**src/rtl/controller_mc_ws_if.sv**
```systemverilog
// controller_mc_ws_if: control/status bundle between the multicycle controller and its datapath/memory.
interface controller_mc_ws_if;
    logic [6:0] op;
    logic [2:0] func3;
    logic [6:0] func7;
    logic       zero, lt, ltu, mem_ready;
    logic       mem_req, adr_src, mem_write, ir_write, pc_write, reg_write, done, fault;
    logic [1:0] result_src, alu_src_a, alu_src_b;
    logic [2:0] imm_src, alu_control;
    modport master (
        input  op, func3, func7, zero, lt, ltu, mem_ready,
        output mem_req, adr_src, mem_write, ir_write, pc_write, reg_write, done, fault,
               result_src, alu_src_a, alu_src_b, imm_src, alu_control
    );
    modport slave (
        output op, func3, func7, zero, lt, ltu, mem_ready,
        input  mem_req, adr_src, mem_write, ir_write, pc_write, reg_write, done, fault,
               result_src, alu_src_a, alu_src_b, imm_src, alu_control
    );
endinterface

```
**src/rtl/controller_mc_ws.sv**
```systemverilog
// controller_mc_ws: multicycle RV32I control FSM with request/ready memory handshake and timeout fault.
module controller_mc_ws #(
    parameter int MEM_TIMEOUT = 16,
    parameter bit EN_UNSIGNED = 1'b1
) (
    input logic clk,
    input logic rst,
    controller_mc_ws_if.master c
);
    typedef enum logic [4:0] {
        FETCH, DECODE, MEMADR_L, MEMREAD, MEMWB, MEMADR_S, MEMWRITE, EXE_R, EXE_I, ALUWB,
        BRANCH, JALR_A, JALR_P, JAL_A, JAL_P, LINKWB, LUI, HALT
    } state_t;
    localparam int CW = $clog2(MEM_TIMEOUT + 2);
    localparam logic [CW-1:0] TO = CW'(MEM_TIMEOUT);
    state_t state, next;
    logic [CW-1:0] cnt;
    logic fault_r, waiting, tmo, take;
    logic [2:0] alu_op;
    assign waiting = state inside {FETCH, MEMREAD, MEMWRITE};
    assign tmo = waiting && !c.mem_ready && MEM_TIMEOUT != 0 && cnt == TO;
    assign take = (c.func3 == 3'b000 && c.zero) || (c.func3 == 3'b001 && !c.zero) ||
                  (c.func3 == 3'b100 && c.lt) || (c.func3 == 3'b101 && !c.lt) ||
                  (EN_UNSIGNED && ((c.func3 == 3'b110 && c.ltu) || (c.func3 == 3'b111 && !c.ltu)));
    assign alu_op = c.func3 == 3'b000 ? ((c.op == 7'b0110011 && c.func7 == 7'b0100000) ? 3'b001 : 3'b000) :
                    c.func3 == 3'b111 ? 3'b010 :
                    c.func3 == 3'b110 ? 3'b011 :
                    c.func3 == 3'b100 ? 3'b111 :
                    c.func3 == 3'b010 ? 3'b101 :
                    (c.func3 == 3'b011 && EN_UNSIGNED) ? 3'b110 : 3'b000;
    // counter is zero on entry to any wait state because it clears everywhere else
    always_ff @(posedge clk) begin
        if (rst) begin
            state   <= FETCH;
            cnt     <= '0;
            fault_r <= 1'b0;
        end else begin
            state   <= next;
            cnt     <= (waiting && !c.mem_ready && !tmo) ? cnt + 1'b1 : '0;
            fault_r <= fault_r | tmo;
        end
    end
    always_comb begin
        next = state;
        case (state)
            FETCH:    next = tmo ? HALT : c.mem_ready ? DECODE : FETCH;
            DECODE:
                case (c.op)
                    7'b0000011: next = MEMADR_L;
                    7'b0100011: next = MEMADR_S;
                    7'b0110011: next = EXE_R;
                    7'b1100011: next = BRANCH;
                    7'b0010011: next = EXE_I;
                    7'b1100111: next = JALR_A;
                    7'b1101111: next = JAL_A;
                    7'b0110111: next = LUI;
                    default:    next = HALT;
                endcase
            MEMADR_L: next = MEMREAD;
            MEMREAD:  next = tmo ? HALT : c.mem_ready ? MEMWB : MEMREAD;
            MEMADR_S: next = MEMWRITE;
            MEMWRITE: next = tmo ? HALT : c.mem_ready ? FETCH : MEMWRITE;
            EXE_R, EXE_I, LUI: next = ALUWB;
            JALR_A:   next = JALR_P;
            JAL_A:    next = JAL_P;
            JALR_P, JAL_P: next = LINKWB;
            MEMWB, ALUWB, LINKWB, BRANCH: next = FETCH;
            default:  next = HALT;
        endcase
    end
    always_comb begin
        c.mem_req     = 1'b0;
        c.adr_src     = 1'b0;
        c.mem_write   = 1'b0;
        c.ir_write    = 1'b0;
        c.pc_write    = 1'b0;
        c.reg_write   = 1'b0;
        c.result_src  = 2'b00;
        c.alu_src_a   = 2'b00;
        c.alu_src_b   = 2'b00;
        c.imm_src     = 3'b000;
        c.alu_control = 3'b000;
        c.done        = 1'b0;
        c.fault       = 1'b0;
        if (!rst)
            case (state)
                FETCH: begin
                    c.mem_req    = 1'b1;
                    c.ir_write   = c.mem_ready;
                    c.pc_write   = c.mem_ready;
                    c.alu_src_b  = 2'b10;
                    c.result_src = 2'b10;
                end
                DECODE: begin
                    c.alu_src_a = 2'b01;
                    c.alu_src_b = 2'b01;
                    c.imm_src   = 3'b010;
                end
                MEMADR_L, JALR_A: begin
                    c.alu_src_a = 2'b10;
                    c.alu_src_b = 2'b01;
                end
                MEMADR_S: begin
                    c.alu_src_a = 2'b10;
                    c.alu_src_b = 2'b01;
                    c.imm_src   = 3'b001;
                end
                MEMREAD: begin
                    c.mem_req = 1'b1;
                    c.adr_src = 1'b1;
                end
                MEMWRITE: begin
                    c.mem_req   = 1'b1;
                    c.adr_src   = 1'b1;
                    c.mem_write = !tmo;
                end
                MEMWB: begin
                    c.result_src = 2'b01;
                    c.reg_write  = 1'b1;
                end
                EXE_R: begin
                    c.alu_src_a   = 2'b10;
                    c.alu_control = alu_op;
                end
                EXE_I: begin
                    c.alu_src_a   = 2'b10;
                    c.alu_src_b   = 2'b01;
                    c.alu_control = alu_op;
                end
                ALUWB, LINKWB: c.reg_write = 1'b1;
                BRANCH: begin
                    c.alu_src_a   = 2'b10;
                    c.alu_control = 3'b001;
                    c.pc_write    = take;
                end
                JALR_P, JAL_P: begin
                    c.pc_write  = 1'b1;
                    c.alu_src_a = 2'b01;
                    c.alu_src_b = 2'b10;
                end
                JAL_A: begin
                    c.alu_src_a = 2'b01;
                    c.alu_src_b = 2'b01;
                    c.imm_src   = 3'b011;
                end
                LUI: begin
                    c.alu_src_b   = 2'b01;
                    c.imm_src     = 3'b100;
                    c.alu_control = 3'b100;
                end
                HALT: begin
                    c.done  = 1'b1;
                    c.fault = fault_r;
                end
                default: ;
            endcase
    end
endmodule

```
**src/flat_wrapper.sv**
```systemverilog
// flat-port wrapper written by rule: the top's interface ports become plain ports
module controller_mc_ws_flat 
#(
    parameter int MEM_TIMEOUT = 16,
    parameter bit EN_UNSIGNED = 1'b1
)
  (clk, rst, c_op, c_func3, c_func7, c_zero, c_lt, c_ltu, c_mem_ready, c_mem_req, c_adr_src, c_mem_write, c_ir_write, c_pc_write, c_reg_write, c_done, c_fault, c_result_src, c_alu_src_a, c_alu_src_b, c_imm_src, c_alu_control);
  controller_mc_ws_if c_i ();
  input logic clk;
  input logic rst;
  input wire logic [$bits(c_i.op)-1:0] c_op;
  input wire logic [$bits(c_i.func3)-1:0] c_func3;
  input wire logic [$bits(c_i.func7)-1:0] c_func7;
  input wire logic [$bits(c_i.zero)-1:0] c_zero;
  input wire logic [$bits(c_i.lt)-1:0] c_lt;
  input wire logic [$bits(c_i.ltu)-1:0] c_ltu;
  input wire logic [$bits(c_i.mem_ready)-1:0] c_mem_ready;
  output wire logic [$bits(c_i.mem_req)-1:0] c_mem_req;
  output wire logic [$bits(c_i.adr_src)-1:0] c_adr_src;
  output wire logic [$bits(c_i.mem_write)-1:0] c_mem_write;
  output wire logic [$bits(c_i.ir_write)-1:0] c_ir_write;
  output wire logic [$bits(c_i.pc_write)-1:0] c_pc_write;
  output wire logic [$bits(c_i.reg_write)-1:0] c_reg_write;
  output wire logic [$bits(c_i.done)-1:0] c_done;
  output wire logic [$bits(c_i.fault)-1:0] c_fault;
  output wire logic [$bits(c_i.result_src)-1:0] c_result_src;
  output wire logic [$bits(c_i.alu_src_a)-1:0] c_alu_src_a;
  output wire logic [$bits(c_i.alu_src_b)-1:0] c_alu_src_b;
  output wire logic [$bits(c_i.imm_src)-1:0] c_imm_src;
  output wire logic [$bits(c_i.alu_control)-1:0] c_alu_control;
  assign c_i.op = c_op;
  assign c_i.func3 = c_func3;
  assign c_i.func7 = c_func7;
  assign c_i.zero = c_zero;
  assign c_i.lt = c_lt;
  assign c_i.ltu = c_ltu;
  assign c_i.mem_ready = c_mem_ready;
  assign c_mem_req = c_i.mem_req;
  assign c_adr_src = c_i.adr_src;
  assign c_mem_write = c_i.mem_write;
  assign c_ir_write = c_i.ir_write;
  assign c_pc_write = c_i.pc_write;
  assign c_reg_write = c_i.reg_write;
  assign c_done = c_i.done;
  assign c_fault = c_i.fault;
  assign c_result_src = c_i.result_src;
  assign c_alu_src_a = c_i.alu_src_a;
  assign c_alu_src_b = c_i.alu_src_b;
  assign c_imm_src = c_i.imm_src;
  assign c_alu_control = c_i.alu_control;
  controller_mc_ws #(.MEM_TIMEOUT(MEM_TIMEOUT), .EN_UNSIGNED(EN_UNSIGNED)) u_core (.clk(clk), .rst(rst), .c(c_i));
endmodule
```
**config.mk**
```make
export PLATFORM = sky130hd
export DESIGN_NAME = controller_mc_ws_flat
export DESIGN_NICKNAME = d
export VERILOG_FILES = /design/src/rtl/controller_mc_ws_if.sv /design/src/rtl/controller_mc_ws.sv /design/src/flat_wrapper.sv
export SDC_FILE = /design/constraint.sdc
export NUM_CORES = 1
export LEC_CHECK = 0
export BUFFER_PORTS_ARGS = -buffer_cell sky130_fd_sc_hd__buf_2
export CAP_MARGIN = 20
export CORE_MARGIN = 5
export CORE_UTILIZATION = 40
export DETAILED_ROUTE_END_ITERATION = 6
export HOLD_SLACK_MARGIN = 0.1
export PLACE_DENSITY = 0.71
export SLEW_MARGIN = 20
export SYNTH_ARGS = -nofsm -noshare
export SYNTH_HDL_FRONTEND = slang
export SYNTH_SLANG_ARGS = --single-unit
```
**constraint.sdc**
```tcl
create_clock -name clk -period 2 [get_ports clk]
set_input_delay 0.3 -clock clk [delete_from_list [all_inputs] [get_ports clk]]
set_output_delay 0.3 -clock clk [all_outputs]
set_load 0.02 [all_outputs]
```
## Word-level counts from Yosys, hierarchy flattened

Index checks and enable logic that the tools add are counted.

- Register bits after elaboration: 11
- Input port bits: 23
- Output and inout port bits: 20
- Word-level logic and storage cells: 116

- Add/subtract/negate cells: 1
- Equal/unequal tests: 34
- Muxes and demuxes: 41
- Bitwise operators: 2
- Reductions and logical operators: 35

Operators with widths:

| operator | count |
|---|---|
| one-hot mux 5 bit (11 select lines) | 1 |
| equality test 5 x 4 -> 1 bit (second input constant) | 8 |
| one-hot mux 5 bit (8 select lines) | 1 |
| two-way mux 3 bit | 10 |
| equality test 7 x 6 -> 1 bit (second input constant) | 4 |
| equality test 7 bit (second input constant) | 3 |
| equality test 5 x 3 -> 1 bit (second input constant) | 4 |
| two-way mux 1 bit | 17 |
| equality test 5 bit (second input constant) | 3 |
| two-way mux 5 bit | 3 |
| equality test 3 bit (second input constant) | 4 |
| one-hot mux 2 bit (2 select lines) | 3 |
| one-hot mux 3 bit (4 select lines) | 1 |
| OR reduction 3 bit | 4 |
| equality test 5 x 2 -> 1 bit (second input constant) | 2 |
| logical AND 1 bit | 10 |
| one-hot mux 3 bit (3 select lines) | 1 |
| OR reduction 2 bit | 4 |
| OR reduction 4 bit | 2 |
| equality test 7 x 2 -> 1 bit (second input constant) | 1 |
| equality test 7 x 5 -> 1 bit (second input constant) | 1 |
| OR reduction 7 bit | 1 |
| equality test 3 x 2 -> 1 bit (second input constant) | 2 |
| two-way mux 2 bit | 3 |
| 12 further kinds | 20 |

## Logic depth before layout (Yosys ltp)

Gate-level depths: netlist (run 1).

- Depth after elaboration: 9
- Gate-level depth with buffers: 6
- Depth with buffers taken out: 6

## Worst setup path before layout (run 1)

Ideal clock, no wire load.

- Path type: flip-flop to output port
- Start: register u_core.state[4]
- End: output port c_adr_src
- Arrival: 1,982 ps
- Data required time: 1,700 ps
- Path slack: -282 ps
- Cell stages (with the launch flop): 6
- Buffers on the path: 3
- Cell sequence: dfxtp_1 -> buf_6 -> or2_0 -> buf_2 -> clkbuf_1 -> a2111oi_0

- Word-level cells in the longest chain between the ends: 4
- Elaborated cells on any way between the ends: 5
- Classes of those cells: eq/ne: 2; mux: 2; reduce/logical: 1

Ends and longest elaborated chain:

| element | RTL line | source |
|---|---|---|
| start: declaration | controller_mc_ws.sv:16 | `state_t state, next;` |
| start signal: assignment | controller_mc_ws.sv:38 | `state <= next;` |
| equality test 5 x 3 -> 1 bit / equality test 5 x 2 -> 1 bit (equally long branches) | controller_mc_ws.sv:86 | `case (state)` |
| OR reduction 2 bit (no source line) * | n/a |  |
| two-way mux 1 bit * | controller_mc_ws.sv:86 |  |
| two-way mux 1 bit * | controller_mc_ws.sv:85 | `if (!rst)` |
| end: declaration | flat_wrapper.sv:19 | `output wire logic [$bits(c_i.adr_src)-1:0] c_adr_src;` |

Mark *: on every way between the ends. The rest lies on a longest branch, timed or not.

## Worst setup path in the final report (run 1)

- Start: register u_core.state[2]
- End: output port c_mem_write

- Word-level cells in the longest chain between the ends: 7
- Elaborated cells on any way between the ends: 9
- Classes of those cells: eq/ne: 2; mux: 2; reduce/logical: 5

Ends and longest elaborated chain:

| element | RTL line | source |
|---|---|---|
| equality test 5 x 2 -> 1 bit, or another cell as far along | controller_mc_ws.sv:20 | `assign waiting = state inside {FETCH, MEMREAD, MEMWRITE};` |
| nonzero test 3 bit | controller_mc_ws.sv:20 |  |
| logical AND 1 bit (2 in a row) | controller_mc_ws.sv:21 | `assign tmo = waiting && !c.mem_ready && MEM_TIMEOUT != 0 && cnt == TO;` |
| zero test 1 bit | controller_mc_ws.sv:115 | `c.mem_write = !tmo;` |
| two-way mux 1 bit * | controller_mc_ws.sv:86 |  |
| two-way mux 1 bit * | controller_mc_ws.sv:85 |  |
| end: declaration | flat_wrapper.sv:20 | `output wire logic [$bits(c_i.mem_write)-1:0] c_mem_write;` |

Marks and branches as above.

==> reports/results.txt, run 1 <==
Synth Flop Type: dfxtp_1
routed wire length per instance: 14.95 um
Initial Utilization: 41.48%
Reg clk slew, reported paths: 0.09 ns
worst slew pin tran: 0.6400 ns
Post-Layout Cell Count: 273
first-pass GRT wire length: 6.637 mm
CTS tree: done
commonest non-fill, non-tap cell in the layout: buf_2
post-synth top area cell: dfxtp_1
most frequent cells in the layout: buf_2 (40), buf_4 (21), nor2_1 (20)
final worst-path setup slack: -0.1182 ns
Post-synth EDFFs: 0
Num CTS Buffers: 3
Clk pwr share: 14.5%
setup TNS: -0.1182 ns
final number of hold-violating endpoints: 0
leading post-synthesis cells by cell area: dfxtp_1 (17%), nor2_1 (6.2%), nand2b_1 (4.9%)
HP Class: in -> reg
max-slew violations: 0
Longest Clk Path Bufs: 2
Avg Vias per Cell: 5.700
Yosys warnings: 0
via count: 1556
port bufs: 42
critical path required time: 1.70 ns
antenna cells: 0
Reg power frac: 24.5%
final period utilization: 105.9%
initial antenna violation count: 0
RSZ-0062 raised after global routing: true
Post-DP Area: 1551 um2
number of hold buffers added after CTS: 0
P&R area growth vs syn: 38.04%
P_sw: 543.0 uW
Final HPWL DP: 2.961 mm
layout cell share with drive strength beyond 1: 40.61%
Design Area, Final: 1748 um2
Setup crit start kind: register
vias in the first global route: 1497
total grt overflow: 0
Initial DRT Pass Iterations: 4
Slew HR: 56.75%
Comb power frac: 61.0%
Setup violations, final: 1
#FFs+latches synth: 11
Power Internal: 611.9 uW
async set or reset register ratio after synthesis: 0%
P per Cell Area: 660.7 nW/um2
Placed Instances: 263
Sw Ratio: 47.02%
Nets: 255
worst reg-to-reg path cell count: 5
largest net degree at the start of global routing: 14
row cnt: 20
violated checks: setup timing
final wirelength: 4.080 mm
die area: 4391 um2
kind of critical path: reg -> out
LEAKAGE: 0.7599 nW
# fillers: 305
reg2reg end: u_core.state[2]
FMAX: 0.4721 GHz
Max VDD drop: 214.5 uV
CTS H-tree depth: 1
Die Ht: 66.27 um
Post-Syn Area: 1266 um2
Starting DRT DRC Count: 113
setup slack, reg-to-reg: 0.13 ns
drt drc: 0
tightest hold margin: 0.3417 ns
clock root buffer master: clkbuf_4
CP Capture Type: output port
Post-Route Utilization: 57.25%
GR Util All Layers: 19.30%
Hold Startpoint: rst
Critical Path AT: 1.82 ns
WHS Path Cells: 3
Final Wtd Congestion: 0.9257
Worst-Skew Late Latency: 0.29 ns
clock sinks: 11
critical-path maximum fanout: 7
die width: 66.27 um
status: finished, violations left
Post-Syn Nets: 203
Layout Skew: 0.01342 ns
fin crit period: 2.118 ns
Min-Delay Endpoint: u_core.state[0]
Synth cell types: 55
Synth Instances: 178
sequential area share after synthesis: 17.39%
max-cap violations: 0
top-area cell type share of the netlist area: 17.39%
# IOs: 43
core box area: 3053 um2
Final ANT Viol Nets: 0
reg2reg start: u_core.state[2]
Post-Syn Area per Cell: 7.114 um2
==> worst max path at each step <==
| stage | to | depth (start not counted) | start |
|---|---|---|---|
| 2_1_floorplan | c_mem_write | 5 | u_core.state[4] |
| 3_3_place_gp | c_alu_control[0] | 6 | c_func7[1] |
| 3_5_place_dp | c_mem_write | 5 | u_core.state[1] |
| 4_1_cts | c_mem_write | 6 | u_core.cnt[1] |
| 5_1_grt | c_mem_write | 5 | u_core.state[2] |
| 6_report | c_mem_write | 5 | u_core.state[2] |
==> power groups by stage <==
stage / logic (mW) / clock network, mW / registers (mW)
3_5_place_dp: 0.632 / 0 / 0.282
5_1_grt: 0.772 / 0.183 / 0.287
4_1_cts: 0.664 / 0.167 / 0.276
6_report: 0.704 / 0.167 / 0.283
2_1_floorplan: 0.459 / 0 / 0.258
3_3_place_gp: 0.632 / 0 / 0.281
==> metrics by stage <==
stage          setup slack, ns  total power [mW]
6_report               -0.1182             1.155
5_1_grt                -0.1546             1.242
4_1_cts               -0.08645             1.107
3_5_place_dp           0.07634            0.9143
3_3_place_gp            0.1289            0.9131
2_1_floorplan         -0.03293            0.7172
==> synth_stat cells (3+ instances only) <==
cell type / n
nor3_1: 9
nand2_1: 11
a31oi_1: 5
nand2b_1: 10
o21ai_0: 8
a21oi_1: 7
and4b_1: 3
xnor2_1: 3
a21o_1: 3
inv_1: 7
nor2_1: 21
buf_6: 3
buf_2: 5
nand3_1: 7
xor2_1: 5
dfxtp_1: 11
nor4_1: 5
clkbuf_1: 5
==> cell type report <==
type | count | area [um2] | share of cell area [%]
clock buffers | 3 | 22.52 | 1.288
inverters | 7 | 26.28 | 1.503
well taps | 44 | 55.05 | 3.150
flip-flops and latches | 11 | 235.2 | 13.46
repair buffers | 62 | 369.1 | 21.12
multi-input cells | 145 | 1035 | 59.20
clock inverters | 1 | 5.005 | 0.2863
==> cells by family after synthesis <==
family,Yosys count,synth area share (%)
multiplexers,2,1.581
buffers and inverters,22,8.893
adder cells (fa/ha/maj),2,1.976
AND/OR/NAND/NOR,87,39.03
AO/OA/AOI/OAI,46,25.59
flip-flops,11,17.39
XOR/XNOR,8,5.534
==> what timing repair did <==
action	4_1_cts	5_1_grt
endpoints found under the setup margin	7	9
pin swaps	2	3
gates resized for setup	20	13
buffers inserted	4	2
==> per-layer routing <==
layer | GRT usage [%] | wire [um]
met1 | 24.57 | 1775
met2 | 29.99 | 1816
met3 | 4.592 | 381
met4 | 9.645 | 106
met5 | 0 | 0
==> worst max-delay path, cell delays in order (launching register included) <==
cell and delay (ns):
dfxtp_4 0.38, buf_6 0.14, a2bb2oi_4 0.17, or4b_4 0.53
nor4b_4 0.14, buf_4 0.17
==> sequential cells by signal (all words and copies together), names as in the netlist <==
register	count
u_core.fault_r	1
u_core.state	5
u_core.cnt	5
Note: power is estimated with default switching activity, not from simulation.
==> run 2, diff against run 1 <==
--- a/config.mk
+++ b/config.mk
@@ -11,7 +11,7 @@
 export CORE_UTILIZATION = 40
 export DETAILED_ROUTE_END_ITERATION = 6
 export HOLD_SLACK_MARGIN = 0.1
-export PLACE_DENSITY = 0.71
+export PLACE_DENSITY = 0.73
 export SLEW_MARGIN = 20
 export SYNTH_ARGS = -nofsm -noshare
 export SYNTH_HDL_FRONTEND = slang
==> reports/results.txt, run 2 (synthesis results as in run 1) <==
LEAKAGE: 0.7482 nW (-1.5%)
Starting DRT DRC Count: 147 (+30%)
initial antenna violation count: 0 (unchanged)
P_sw: 517.4 uW (-4.7%)
tightest hold margin: 0.2988 ns (-0.04289 ns)
final number of hold-violating endpoints: 0 (unchanged)
CTS H-tree depth: 1 (unchanged)
most frequent cells in the layout: buf_2 (41), nor2_1 (20), buf_4 (16)
total grt overflow: 0 (unchanged)
Reg power frac: 25.7% (+1.2 points)
via count: 1545 (-0.71%)
kind of critical path: reg -> out
CP Capture Type: output port
setup TNS: -0.08072 ns (+0.03744 ns)
critical-path maximum fanout: 4 (-3)
RSZ-0062 raised after global routing: true
Critical Path AT: 1.78 ns (-0.04 ns)
port bufs: 42 (unchanged)
status: finished, violations left
Slew HR: 62.38% (+5.6 points)
P per Cell Area: 641.1 nW/um2 (-3.0%)
core box area: 3053 um2 (unchanged)
Final HPWL DP: 2.875 mm (-2.9%)
Num CTS Buffers: 3 (unchanged)
commonest non-fill, non-tap cell in the layout: buf_2
row cnt: 20 (unchanged)
die width: 66.27 um (unchanged)
Longest Clk Path Bufs: 2 (unchanged)
# IOs: 43 (unchanged)
FMAX: 0.4806 GHz (+1.8%)
Clk pwr share: 13.5% (-1.0 points)
Final Wtd Congestion: 0.8969 (-3.1%)
Max VDD drop: 255.3 uV (+19%)
largest registers: u_core.cnt: 5 flops, u_core.state: 5 flops, u_core.fault_r: 1 flops
GR Util All Layers: 17.40% (-1.9 points)
CTS tree: done
drt drc: 0 (unchanged)
Avg Vias per Cell: 5.680 (-0.34%)
Layout Skew: 0.004827 ns (-0.008591 ns)
Power Internal: 616.9 uW (+0.82%)
Reg clk slew, reported paths: 0.07 ns (-0.02 ns)
Setup WS pre-CTS: 0.07727 ns (+0.0009363 ns)
Initial DRT Pass Iterations: 6 (+2)
P&R area growth vs syn: 39.72%
worst slew pin tran: 0.5567 ns (-0.08324 ns)
Initial Utilization: 41.48% (unchanged)
first-pass GRT wire length: 6.134 mm (-7.6%)
violated checks: setup timing
layout cell share with drive strength beyond 1: 39.91% (-0.70 points)
final period utilization: 104.0% (-1.9 points)
critical path required time: 1.70 ns (about the same)
clock sinks: 11 (unchanged)
fin crit period: 2.081 ns (-0.03744 ns)
Setup violations, final: 1 (unchanged)
Setup crit start kind: register
final wirelength: 3.983 mm (-2.4%)
Nets: 254 (-0.39%)
Sw Ratio: 45.62% (-1.4 points)
clock root buffer master: clkbuf_4
HP Class: in -> reg
die area: 4391 um2 (unchanged)
max-cap violations: 0 (unchanged)
Worst-Skew Late Latency: 0.27 ns (-0.02 ns)
Comb power frac: 60.8% (-0.2 points)
final worst-path setup slack: -0.08072 ns (+0.03744 ns)
Post-Layout Cell Count: 272 (-0.37%)
routed wire length per instance: 14.64 um (-2.0%)
Die Ht: 66.27 um (unchanged)
largest net degree at the start of global routing: 15 (+1)
Placed Instances: 261 (-0.76%)
antenna cells: 0 (unchanged)
Final ANT Viol Nets: 0 (unchanged)
vias in the first global route: 1364 (-8.9%)
max-slew violations: 0 (unchanged)
[run 2: changes by cell type in the layout (fill, tap and decap cells not counted), sizes merged]
cell / change
clkbuf: +2
clkinv: -1
buf: -2
[run 2: worst max-delay path, cell delays in order (launching register included)]
cell	delay, ns
dfxtp_4	0.38
xnor2_4	0.19
a2bb2oi_2	0.11
or4b_4	0.53
nor4b_4	0.14
buf_4	0.16
[run 2: final cells by class]
| cell class | count | area [um2] |
|---|---|---|
| multi-input combinational | 145 | 1039 |
| timing repair buffer | 61 | 387.9 |
| clock buffer | 4 | 26.28 |
| sequential | 11 | 235.2 |
| inverter | 7 | 26.28 |
| tap | 44 | 55.05 |
| fill | 304 | 1284 |
[run 2: timing repair]
action | 4_1_cts | 5_1_grt
cloned | 0 | 1
buffers inserted | 3 | 3
endpoints found under the setup margin | 3 | 9
resized for setup | 15 | 20
pin swaps | 2 | 4
hold buffers | 0 | 0
[run 2: power by group through the flow]
stage | Combinational [mW] | Sequential, mW | Clock (mW)
after global routing | 0.750 | 0.296 | 0.173
after floorplan | 0.459 | 0.258 | 0
after detailed placement | 0.614 | 0.286 | 0
final | 0.689 | 0.291 | 0.154
after global placement | 0.613 | 0.287 | 0
after CTS | 0.642 | 0.282 | 0.155
[run 2: through the flow]
stage / instance area [um2] / total power [mW] / utilization [%]
final: 1769 / 1.134 / 57.95
after global routing: 1769 / 1.220 / 57.95
after CTS: 1642 / 1.079 / 53.77
after detailed placement: 1536 / 0.9006 / 50.33
after global placement: 1536 / 0.8996 / 50.33
after floorplan: 1267 / 0.7172 / -
[run 2: path summary, 6_finish.rpt]
check                        from              end  slack, ns  cells after the start
setup / recovery  u_core.state[1]      c_mem_write      -0.08                      5
hold / removal                rst  u_core.state[4]       0.30                      2
setup reg to reg  u_core.state[1]  u_core.state[2]       0.23                      5
hold reg to reg    u_core.fault_r   u_core.fault_r       0.47                      2
[run 2: metal layers]
| metal | wire, um | track usage [%] | vias up |
|---|---|---|---|
| met4 | 80 | 5.584 | 0 |
| met3 | 365 | 2.891 | 8 |
| met5 | 0 | 0 | - |
| li1 | - | - | 766 |
| met2 | 1809 | 27.14 | 79 |
| met1 | 1728 | 24.04 | 692 |
==> run 3, diff against run 2 <==
--- a/config.mk
+++ b/config.mk
@@ -12,6 +12,7 @@
 export DETAILED_ROUTE_END_ITERATION = 6
 export HOLD_SLACK_MARGIN = 0.1
 export PLACE_DENSITY = 0.73
+export SETUP_SLACK_MARGIN = 0.1
 export SLEW_MARGIN = 20
 export SYNTH_ARGS = -nofsm -noshare
 export SYNTH_HDL_FRONTEND = slang
==> reports/results.txt, run 3 (synthesis results as in run 1) <==
Longest Clk Path Bufs: 2 (unchanged)
violated checks: setup timing
routed wire length per instance: 14.91 um (+1.8%)
P&R area growth vs syn: 47.23%
antenna cells: 0 (unchanged)
reg2reg end: u_core.state[3]
die width: 66.27 um (unchanged)
largest registers: u_core.cnt: 5 flops, u_core.state: 5 flops, u_core.fault_r: 1 flops
# IOs: 43 (unchanged)
CTS tree: done
critical-path maximum fanout: 2 (-2)
Starting DRT DRC Count: 164 (+12%)
first-pass GRT wire length: 6.161 mm (+0.44%)
Die Ht: 66.27 um (unchanged)
drt drc: 0 (unchanged)
Num CTS Buffers: 3 (unchanged)
max-cap violations: 0 (unchanged)
largest net degree at the start of global routing: 15 (unchanged)
clock sinks: 11 (unchanged)
Min-Delay Endpoint: u_core.state[4]
reg2reg start: u_core.state[2]
Critical Path AT: 1.76 ns (-0.02 ns)
Hold Startpoint: rst
Max VDD drop: 268.9 uV (+5.3%)
Initial DRT Pass Iterations: 4 (-2)
layout cell share with drive strength beyond 1: 43.97% (+4.1 points)
Power Internal: 652.0 uW (+5.7%)
Design Area, Final: 1864 um2 (+5.4%)
WHS Path Cells: 2 (unchanged)
Reg power frac: 24.6% (-1.1 points)
worst reg-to-reg path cell count: 6 (+1)
P_sw: 555.7 uW (+7.4%)
core box area: 3053 um2 (unchanged)
Setup violations, final: 1 (unchanged)
RSZ-0062 raised after global routing: true
final worst-path setup slack: -0.05774 ns (+0.02297 ns)
worst slew pin tran: 0.5684 ns (+0.01161 ns)
CP Capture Type: output port
commonest non-fill, non-tap cell in the layout: buf_2
Setup WS pre-CTS: 0.1010 ns (+0.02374 ns)
fin crit period: 2.058 ns (-0.02297 ns)
die area: 4391 um2 (unchanged)
most frequent cells in the layout: buf_2 (37), buf_4 (25), nor2_1 (19)
Final Wtd Congestion: 0.9219 (+2.8%)
vias in the first global route: 1391 (+2.0%)
max-slew violations: 0 (unchanged)
Final HPWL DP: 2.885 mm (+0.37%)
Reg clk slew, reported paths: 0.07 ns (about the same)
port bufs: 42 (unchanged)
via count: 1555 (+0.65%)
Setup crit start kind: register
Nets: 258 (+1.6%)
Avg Vias per Cell: 5.634 (-0.81%)
P per Cell Area: 647.8 nW/um2 (+1.0%)
LEAKAGE: 0.7842 nW (+4.8%)
clock root buffer master: clkbuf_4
final period utilization: 102.9% (-1.1 points)
row cnt: 20 (unchanged)
final number of hold-violating endpoints: 0 (unchanged)
Worst-Skew Late Latency: 0.27 ns (about the same)
HP Class: in -> reg
Comb power frac: 62.5% (+1.7 points)
Layout Skew: 0.003289 ns (-0.001538 ns)
Clk pwr share: 12.8% (-0.7 points)
final wirelength: 4.114 mm (+3.3%)
GR Util All Layers: 17.45% (+0.052 points)
critical path required time: 1.70 ns (about the same)
Final ANT Viol Nets: 0 (unchanged)
FMAX: 0.4860 GHz (+1.1%)
initial antenna violation count: 0 (unchanged)
kind of critical path: reg -> out
setup slack, reg-to-reg: 0.29 ns (+0.06 ns)
CTS H-tree depth: 1 (unchanged)
total grt overflow: 0 (unchanged)
Slew HR: 61.59% (-0.78 points)
Sw Ratio: 46.01% (+0.39 points)
Initial Utilization: 41.48% (unchanged)
status: finished, violations left
Post-DP Area: 1541 um2 (+0.33%)
-- run 3: cell count changes in the layout (fill, tap and decap cells not counted), moves of 2 or more --
cell / delta
buf_4: +9
buf_2: -4
inv_1: -2
nand2_1: -2
nor3_2: -2
-- run 3: what timing repair did --
action	CTS	global route
endpoints found under the setup margin	8	14
gates resized for setup	26	29
hold buffers	0	0
buffers inserted	3	8
pin swaps	2	9
-- run 3: metrics by stage --
step | utilization [%] | TNS (ns) | std cells | power [mW] | hold WS, ns
2_1_floorplan | - | -0.05870 | 178 | 0.7179 | 0.3633
3_3_place_gp | 50.49 | 0 | 261 | 0.9093 | 0.4474
3_5_place_dp | 50.49 | 0 | 261 | 0.9149 | 0.4539
4_1_cts | 55.29 | -0.06443 | 268 | 1.120 | 0.3089
5_1_grt | 61.07 | -0.1219 | 276 | 1.271 | 0.3250
6_report | 61.07 | -0.05774 | 276 | 1.208 | 0.3192
-- run 3: final cells by class --
class                   instances  area, um2
clock buffers                   4      26.28
fillers                       286       1189
inverters                       7      32.53
multi-input cells             145       1095
flip-flops and latches         11      236.5
well taps                      44      55.05
repair buffers                 65      419.2
-- run 3: power groups by stage --
stage / registers, mW / clock network (mW) / logic (mW)
floorplan: 0.258 / 0 / 0.460
global placement: 0.286 / 0 / 0.623
detailed placement: 0.287 / 0 / 0.628
CTS: 0.287 / 0.156 / 0.677
global route: 0.303 / 0.160 / 0.809
finish: 0.297 / 0.155 / 0.755
-- run 3: layer usage --
layer / vias up / global-route usage, % / share of wire [%]
met5: - / 0 / 0
met4: 0 / 4.569 / 1.1
met3: 8 / 2.721 / 6.9
met2: 69 / 27.63 / 46
met1: 710 / 24.27 / 46
li1: 768 / - / -
-- run 3: how the worst max path moves through the flow --
stage	start	to	slack, ns	cells past startpoint
after floorplan	u_core.state[4]	c_mem_write	-0.03	5
after global placement	c_func7[1]	c_alu_control[0]	0.11	6
after detailed placement	c_func7[1]	c_alu_control[0]	0.10	6
after CTS	u_core.cnt[1]	c_mem_write	-0.06	6
after global routing	u_core.state[2]	c_mem_write	-0.09	5
final	u_core.state[2]	c_mem_write	-0.06	5
-- run 3: worst max-delay path, cell delays in order, from the launching register on --
cell and delay, ns:
dfxtp_4 0.37, xnor2_4 0.21, a2bb2oi_4 0.08, or4b_4 0.52
nor4b_4 0.14, buf_4 0.16
